## src/rtl/uart_pkg.sv

```systemverilog
// rtl/uart_pkg.sv - serializer state encoding, frame constants and baud helper
package uart_pkg;

  typedef enum logic [2:0] {IDLE, START, DATA, STOP, GAP} uart_state_e;

  localparam int FRAME_BITS = 10;

  function automatic int bit_period(input int clock, input int baud);
    return clock / baud;
  endfunction

endpackage

```

## src/rtl/uart_tx_serializer.sv

```systemverilog
// rtl/uart_tx_serializer.sv - 8N1 frame sequencer (start, 8 data LSB first, stop, idle gap)
module uart_tx_serializer
  import uart_pkg::*;
#(
  parameter int BIT_PERIOD = 69,
  parameter int GAP_BITS   = 1
) (
  input  logic       clk_i,
  input  logic       rst_ni,
  input  logic       load_i,
  input  logic [7:0] data_i,
  output logic       tx_o,
  output logic       idle_o
);

  localparam int TW = $clog2(BIT_PERIOD * 16);
  localparam logic [TW-1:0] BIT_LAST  = TW'(BIT_PERIOD - 1);
  localparam logic [3:0]    DATA_LAST = 4'(FRAME_BITS - 3);
  // The IDLE accept cycle is the final idle-high cycle of a frame, so the
  // closing phase runs one cycle short to keep a (10+GAP_BITS)*BIT_PERIOD period.
  localparam logic [TW-1:0] STOP_LAST = (GAP_BITS == 0) ? TW'(BIT_PERIOD - 2) : BIT_LAST;
  localparam logic [TW-1:0] GAP_LAST  = (GAP_BITS == 0) ? '0 : TW'(GAP_BITS * BIT_PERIOD - 2);

  uart_state_e     state_q, state_d;
  logic [TW-1:0]   timer_q, timer_d;
  logic [3:0]      bit_idx_q, bit_idx_d;
  logic [7:0]      shreg_q, shreg_d;

  always_comb begin
    state_d   = state_q;
    timer_d   = timer_q + 1'b1;
    bit_idx_d = bit_idx_q;
    shreg_d   = shreg_q;
    tx_o      = 1'b1;
    case (state_q)
      IDLE: begin
        timer_d = '0;
        if (load_i) begin
          state_d   = START;
          shreg_d   = data_i;
          bit_idx_d = '0;
        end
      end
      START: begin
        tx_o = 1'b0;
        if (timer_q == BIT_LAST) begin
          timer_d = '0;
          state_d = DATA;
        end
      end
      DATA: begin
        tx_o = shreg_q[0];
        if (timer_q == BIT_LAST) begin
          timer_d = '0;
          shreg_d = {1'b0, shreg_q[7:1]};
          if (bit_idx_q == DATA_LAST) begin
            bit_idx_d = '0;
            state_d   = STOP;
          end else begin
            bit_idx_d = bit_idx_q + 1'b1;
          end
        end
      end
      STOP: begin
        if (timer_q == STOP_LAST) begin
          timer_d = '0;
          state_d = (GAP_BITS == 0) ? IDLE : GAP;
        end
      end
      GAP: begin
        if (timer_q == GAP_LAST) begin
          timer_d = '0;
          state_d = IDLE;
        end
      end
      default: begin
        timer_d = '0;
        state_d = IDLE;
      end
    endcase
  end

  always_ff @(posedge clk_i) begin
    if (!rst_ni) begin
      state_q   <= IDLE;
      timer_q   <= '0;
      bit_idx_q <= '0;
      shreg_q   <= '0;
    end else begin
      state_q   <= state_d;
      timer_q   <= timer_d;
      bit_idx_q <= bit_idx_d;
      shreg_q   <= shreg_d;
    end
  end

  assign idle_o = (state_q == IDLE);

endmodule

```

## src/rtl/uart_tx_arbiter.sv

```systemverilog
// rtl/uart_tx_arbiter.sv - round-robin arbiter sharing one UART tx line among NUM_REQ byte sources
// UART_ARB_FIXED_PRIO_EN selects fixed lowest-index-wins priority instead of round-robin.
module uart_tx_arbiter
  import uart_pkg::*;
#(
  parameter int CLOCK_FREQ = 8_000_000,
  parameter int BAUD_RATE  = 115200,
  parameter int NUM_REQ    = 4,
  parameter int GAP_BITS   = 1,
  localparam int IW        = $clog2(NUM_REQ)
) (
  input  logic                 clk,
  input  logic                 rst_n,
  input  logic [NUM_REQ-1:0]   req_valid,
  input  logic [8*NUM_REQ-1:0] req_data,
  output logic [NUM_REQ-1:0]   req_ready,
  output logic                 uart_tx,
  output logic                 busy,
  output logic [IW-1:0]        grant_id
);

  localparam int BIT_PERIOD = bit_period(CLOCK_FREQ, BAUD_RATE);

  logic          ser_idle;
  logic          load;
  logic          any_valid;
  logic [IW-1:0] winner;
  logic [IW-1:0] grant_id_q, grant_id_d;
  logic [7:0]    sel_data;

`ifdef UART_ARB_FIXED_PRIO_EN
  always_comb begin
    any_valid = 1'b0;
    winner    = '0;
    for (int i = NUM_REQ - 1; i >= 0; i--) begin
      if (req_valid[i]) begin
        any_valid = 1'b1;
        winner    = IW'(i);
      end
    end
  end
`else
  logic [IW-1:0] rr_ptr_q, rr_ptr_d;

  function automatic logic [IW-1:0] rr_index(input logic [IW-1:0] base, input int offset);
    return IW'((int'(base) + offset) % NUM_REQ);
  endfunction

  // Walk offsets from far to near so the requester closest to rr_ptr wins.
  always_comb begin
    any_valid = 1'b0;
    winner    = '0;
    for (int k = NUM_REQ - 1; k >= 0; k--) begin
      if (req_valid[rr_index(rr_ptr_q, k)]) begin
        any_valid = 1'b1;
        winner    = rr_index(rr_ptr_q, k);
      end
    end
  end
`endif

  always_comb begin
    req_ready = '0;
    if (rst_n && ser_idle && any_valid) req_ready[winner] = 1'b1;
  end

  assign load     = |(req_valid & req_ready);
  assign sel_data = req_data[int'(winner) * 8 +: 8];

  always_comb begin
    grant_id_d = grant_id_q;
    if (load) grant_id_d = winner;
  end

`ifndef UART_ARB_FIXED_PRIO_EN
  always_comb begin
    rr_ptr_d = rr_ptr_q;
    if (load) rr_ptr_d = (int'(winner) == NUM_REQ - 1) ? '0 : winner + 1'b1;
  end
`endif

  always_ff @(posedge clk) begin
    if (!rst_n) begin
      grant_id_q <= '0;
`ifndef UART_ARB_FIXED_PRIO_EN
      rr_ptr_q   <= '0;
`endif
    end else begin
      grant_id_q <= grant_id_d;
`ifndef UART_ARB_FIXED_PRIO_EN
      rr_ptr_q   <= rr_ptr_d;
`endif
    end
  end

  uart_tx_serializer #(
    .BIT_PERIOD(BIT_PERIOD),
    .GAP_BITS  (GAP_BITS)
  ) u_serializer (
    .clk_i (clk),
    .rst_ni(rst_n),
    .load_i(load),
    .data_i(sel_data),
    .tx_o  (uart_tx),
    .idle_o(ser_idle)
  );

  assign busy     = ~ser_idle;
  assign grant_id = grant_id_q;

endmodule

```

## config.mk

```make
export PLATFORM = sky130hd
export DESIGN_NAME = uart_tx_arbiter
export DESIGN_NICKNAME = d
export VERILOG_FILES = /design/src/rtl/uart_pkg.sv /design/src/rtl/uart_tx_serializer.sv /design/src/rtl/uart_tx_arbiter.sv
export SDC_FILE = /design/constraint.sdc
export NUM_CORES = 1
export LEC_CHECK = 0
export BUFFER_PORTS_ARGS = -buffer_cell sky130_fd_sc_hd__buf_2
export CAP_MARGIN = 15
export CORE_UTILIZATION = 44
export CTS_CLUSTER_DIAMETER = 30
export CTS_CLUSTER_SIZE = 20
export DETAILED_ROUTE_END_ITERATION = 8
export PLACE_DENSITY = 0.76
export SYNTH_ARGS = -nofsm -noshare
export SYNTH_HDL_FRONTEND = slang
export SYNTH_HIERARCHICAL = 1
export SYNTH_SLANG_ARGS = --single-unit
```

## constraint.sdc

```tcl
create_clock -name clk -period 2.6 [get_ports clk]
set_clock_uncertainty 0.2 [all_clocks]
set_input_delay 0.39 -clock clk [delete_from_list [all_inputs] [get_ports clk]]
set_output_delay 0.39 -clock clk [all_outputs]
set_load 0.1 [all_outputs]
```

**After elaboration in Yosys (flattened, before gate mapping)**

Cells that the tools add are included.

- Add/sub/neg operators: 6
- Multipliers: 0
- Divide/modulo/power cells: 0
- Magnitude comparators: 6
- Equal/unequal tests: 14
- Shift operators: 1
- Multiplexer cells: 38
- Bitwise logic cells: 2
- Reduce and logical (&&, ||, !) cells: 9

Operator list:

| kind | count |
|---|---|
| $shiftx 32x6->8 | 1 |
| $eq 11x7->1 const B | 2 |
| $mux 11 | 2 |
| $pmux 11 s2 | 1 |
| $mux 3 | 6 |
| $mux 4 | 4 |
| $mux 8 | 2 |
| $pmux 8 s2 | 1 |
| $lt 2x3->1 const B | 5 |
| $pmux 3 s5 | 1 |
| $ne 2x1->1 const B | 6 |
| $add 11x1->11 const B | 1 |
| $mux 2 | 5 |
| $mux 1 | 9 |
| $bmux 1 s2 | 4 |
| $pmux 4 s2 | 1 |
| $eq 3x2->1 const B | 2 |
| $reduce_and 6->1 | 1 |
| $add 2x1->2 const B | 2 |
| $add 2x2->2 const B | 2 |
| $add 4x1->4 const B | 1 |
| $and 4x4->4 | 1 |
| $eq 4x3->1 const B | 1 |
| $reduce_or 4->1 | 1 |
| other kinds (12) | 14 |

- Register bits: 30
- Bits in latches: 0
- Bits in writable memories: 0
- ROM bits: 0
- Output and inout port bits: 8
- Word-level logic and storage cells: 82
- Memories kept: 0

**Longest topological paths before layout**

- Word-level depth: 16
- Mapped depth: 12
- Gate-level depth less buffers: 10

**Cells and area by module**

The synthesis kept the hierarchy.

Modules (own cells, without submodules):

| module | instances | cells an instance | area each (µm²) | seq. area each (µm²) |
|---|---|---|---|---|
| uart_tx_serializer | 1 | 156 | 1358.8 | 520.5 |
| uart_tx_arbiter | 1 | 67 | 583.1 | 80.1 |

**Worst setup path after synthesis**

Ideal clock, no wire load.

- Kind: flip-flop to output port
- From: reg u_serializer.state_q[1]
- To: out req_ready[1]
- Arrival time: 3242 ps
- Path slack: -1232 ps
- Cell stages (with the launch flop): 6
- Cells stage by stage: dfxtp_1 -> clkbuf_1 -> or3_1 -> inv_1 -> nand3_1 -> nor3_1

- Longest elaborated chain between the ends: 4

Ends and longest elaborated chain:

| item | RTL line | source |
|---|---|---|
| from (decl) | uart_tx_serializer.sv:24 | `uart_state_e state_q, state_d;` |
| from (signal assigned) | uart_tx_serializer.sv:90 | `state_q <= state_d;` |
| $logic_not 3->1 | uart_tx_serializer.sv:97 | `assign idle_o = (state_q == IDLE);` |
| via ser_idle | uart_tx_arbiter.sv:24 | `logic ser_idle;` |
| $logic_and 1x1->1 (2 in a row) | uart_tx_arbiter.sv:64 | `if (rst_n && ser_idle && any_valid) req_ready[winner] = 1'b1;` |
| $mux 4 | uart_tx_arbiter.sv:64 |  |
| to (decl) | uart_tx_arbiter.sv:16 | `output logic [NUM_REQ-1:0] req_ready,` |

The timed path passes the listed nets, and every way through them passes these cells.

**Worst setup path after layout**

- From: reg u_serializer.state_q[1]
- To: out req_ready[2]

Same word-level chain as after synthesis.

==> out/results.ini <==
[outcome]
status=finished clean

[finish]
fillers=383
drive_gt1_share_pct=31.4
fin_nets=315
diodes=0
synthToLayoutAreaGrowth_pct=24.3
post-route-util_pct=58.7

[clock_tree]
clk_latency_ns=0.28
hold_buffers=0
cts_root_buffer=clkbuf_8
cts_setup_buffers=0
htreeDepth=2
clk_pin_slew_ns=0.06
cts_tree=done
cts_buffers=5
clock_sinks=30
clockBufferDepth=2

[floorplan]
die-width_um=68.4
rows=23
die_h_um=68.4
pin_count=46
coreArea_um2=4120
die_area_um2=4680
start_util_pct=47.2

[synthesis]
synth_nets=265
ys_warn_count=6
synth.avg_cell_area_um2=8.71
synth-seq-area-share_pct=30.9
yosysUniqueCellTypes=51
syn_area_um2=1940
ys_ff_latch=30
synth-async-reset-ratio_pct=0
synth_flop_cell=dfxtp_1
syn-instance-count=223
synth_edf_count=0

[sta]
period_needed_ns=2.49
slew_viol_final=0
slew_headroom_pct=65.4
final-hold-violation-count=0
timing.setup.tns_ns=0
tightestPinTransition_ns=0.518
finalSetupViolations=0
rsz0062_at_grt=false
fin_crit_sh_pct=95.8
fmax_ghz=0.401

[setup_path]
crit_chain=or3_4, inv_2, nand3_1, nand2b_2, nor2_2, buf_12
critPathMaxFanout=11
worstPathArrival_ns=1.90
worstSetupStartpointType=flop
cpMaxStageDelayCell=or3_4
critPathRequiredTime_ns=2.01
setup.worst_path.class=flop to output pin
cp_slowest_stage_delay_ns=0.40
crit_path_end_kind=output pin

[global_route]
grt_first_pass_wirelength_mm=6.58
grt_max_degree=19
antenna_found_initial=0
grt_usage_pct=18.9
grt_pass1_vias=1537
grt-ovfl-total=0

[placement]
routabilityCongestion=0.759
portBuffers=45
dpl.hpwl_mm=3.14

[routing]
first_pass_iters=4
post-route-drc-count=0
vias_per_cell=5.52
avgRoutedWirePerCell_um=13.1
ant_nets=0
drtIter0Drc=59
vias=1789
finalWirelength_mm=4.26

[job]
maxCapViolCount=0

[power_and_ir_drop]
p_leak_nw=1.08
powerDensity_nw_per_um2=1010
ir_drop_mv=0.417

[hold_path]
hold_class=input port to flop

[cells in the final DEF, fill, tap and decap left out, types with 3 or more instances in the layout]
cell type / Yosys / final
xor2_1: 5 / 5
ha_1: 4 / 4
mux2i_1: 32 / 32
nor2_1: 17 / 14
buf_12: 1 / 4
nand3_1: 12 / 12
clkinv_2: 1 / 3
or3b_2: 3 / 3
nand2_1: 12 / 12
nand3b_1: 3 / 3
nor2_2: 0 / 3
a21oi_1: 8 / 8
nor3b_1: 3 / 3
nor3_1: 12 / 11
dfxtp_1: 30 / 29
clkbuf_8: 1 / 5
a211oi_1: 8 / 8
nand4_1: 3 / 3
buf_2: 1 / 41
inv_1: 12 / 11
o21ai_0: 5 / 5
xnor2_1: 4 / 4
buf_4: 0 / 11
[synthesized netlist by cell type (all sizes together), types with 2 or more instances]
library cell  count  area [µm²]
nor3             12        60.1
nor2             17        63.8
nand4             3        18.8
clkbuf            8        40.0
a211oi            8        60.1
a211o             2        17.5
inv              12        45.0
o211a             2        20.0
xnor2             4        35.0
mux2i            32         320
nor4              3        25.0
a21o              2        15.0
buf               5        58.8
nand2b            3        18.8
a31oi             2        18.8
nand2            12        45.0
or4               2        22.5
xor2              5        43.8
or3b              3        26.3
a21oi             9        48.8
nand3b            3        22.5
o21a              2        15.0
nor3b             3        22.5
nand3            12        60.1
ha                4        50.1
dfxtp            30         601
o21ai             5        25.0
[cell type report]
class | count | area (µm²) | share of cell area, %
clock inverters | 3 | 40.0 | 1.66
clock buffers | 5 | 68.8 | 2.85
well taps | 50 | 62.6 | 2.59
repair buffers | 56 | 368 | 15.2
multi-input cells | 167 | 1220 | 50.6
flip-flops and latches | 30 | 602 | 24.9
inverters | 13 | 50.0 | 2.07
[flip-flops by register name (all words and copies together), names as in the netlist]
signal                  flops
grant_id                    2
u_serializer/state_q        3
u_serializer/timer_q       11
u_serializer/shreg_q        8
rr_ptr_q                    2
u_serializer/bit_idx_q      4
[per-layer routing]
metal | up-vias | track usage [%] | share of wire, %
met5 | - | 0 | 0
met4 | 0 | 8.07 | 1.9
met3 | 11 | 4.50 | 6.3
met2 | 50 | 32.4 | 46
met1 | 822 | 22.4 | 46
li1 | 906 | - | -
[repair_timing]
| item | in CTS | in global routing |
|---|---|---|
| pin swaps | 0 | 0 |
| setup endpoints to repair | 3 | 3 |
| resized for setup | 2 | 2 |
[cells by family after synthesis]
family | synth area share (%)
AND/OR/NAND/NOR | 22.0
adder cells (fa/ha/maj) | 2.58
buffers and inverters | 7.67
multiplexers | 16.5
AO/OA/AOI/OAI | 16.3
XOR/XNOR | 4.06
flip-flops | 30.9
[path summary, 6_finish.rpt]
kind,start,end,slack (ns),depth (start not counted)
max reg2reg,rr_ptr_q[0],u_serializer/shreg_q[0],0.16,10
min reg2reg,u_serializer/shreg_q[7],u_serializer/shreg_q[7],0.28,2
max,u_serializer/state_q[1],req_ready[2],0.11,6
min,rst_n,u_serializer/state_q[1],0.27,2
[through the flow]
| step | area [µm²] | hold WS (ns) | power (mW) | cells | setup WS [ns] |
|---|---|---|---|---|---|
| 2_1_floorplan | 1960 | 0.247 | 1.69 | 223 | -0.245 |
| 4_1_cts | 2410 | 0.260 | 2.44 | 324 | 0.0238 |
| 5_1_grt | 2410 | 0.269 | 2.58 | 324 | 0.0152 |
| 6_report | 2410 | 0.268 | 2.44 | 324 | 0.108 |
| 3_3_place_gp | 2300 | 0.260 | 1.95 | 316 | 0.147 |
| 3_5_place_dp | 2300 | 0.278 | 1.97 | 316 | 0.0979 |
[where the power goes]
part | switching [mW] | internal [mW] | leakage, nW
Combinational | 0.847 | 0.498 | 0.774
Sequential | 0.0782 | 0.559 | 0.245
Clock | 0.180 | 0.282 | 0.0579
[critical path: cells and delay by family (launching register included)]
| family | cells | cell delay (ns) |
|---|---|---|
| AND/OR/NAND/NOR | 4 | 0.95 |
| buffers and inverters | 2 | 0.30 |
| flip-flops | 1 | 0.37 |
No activity file was read; power rests on OpenSTA's default activity.
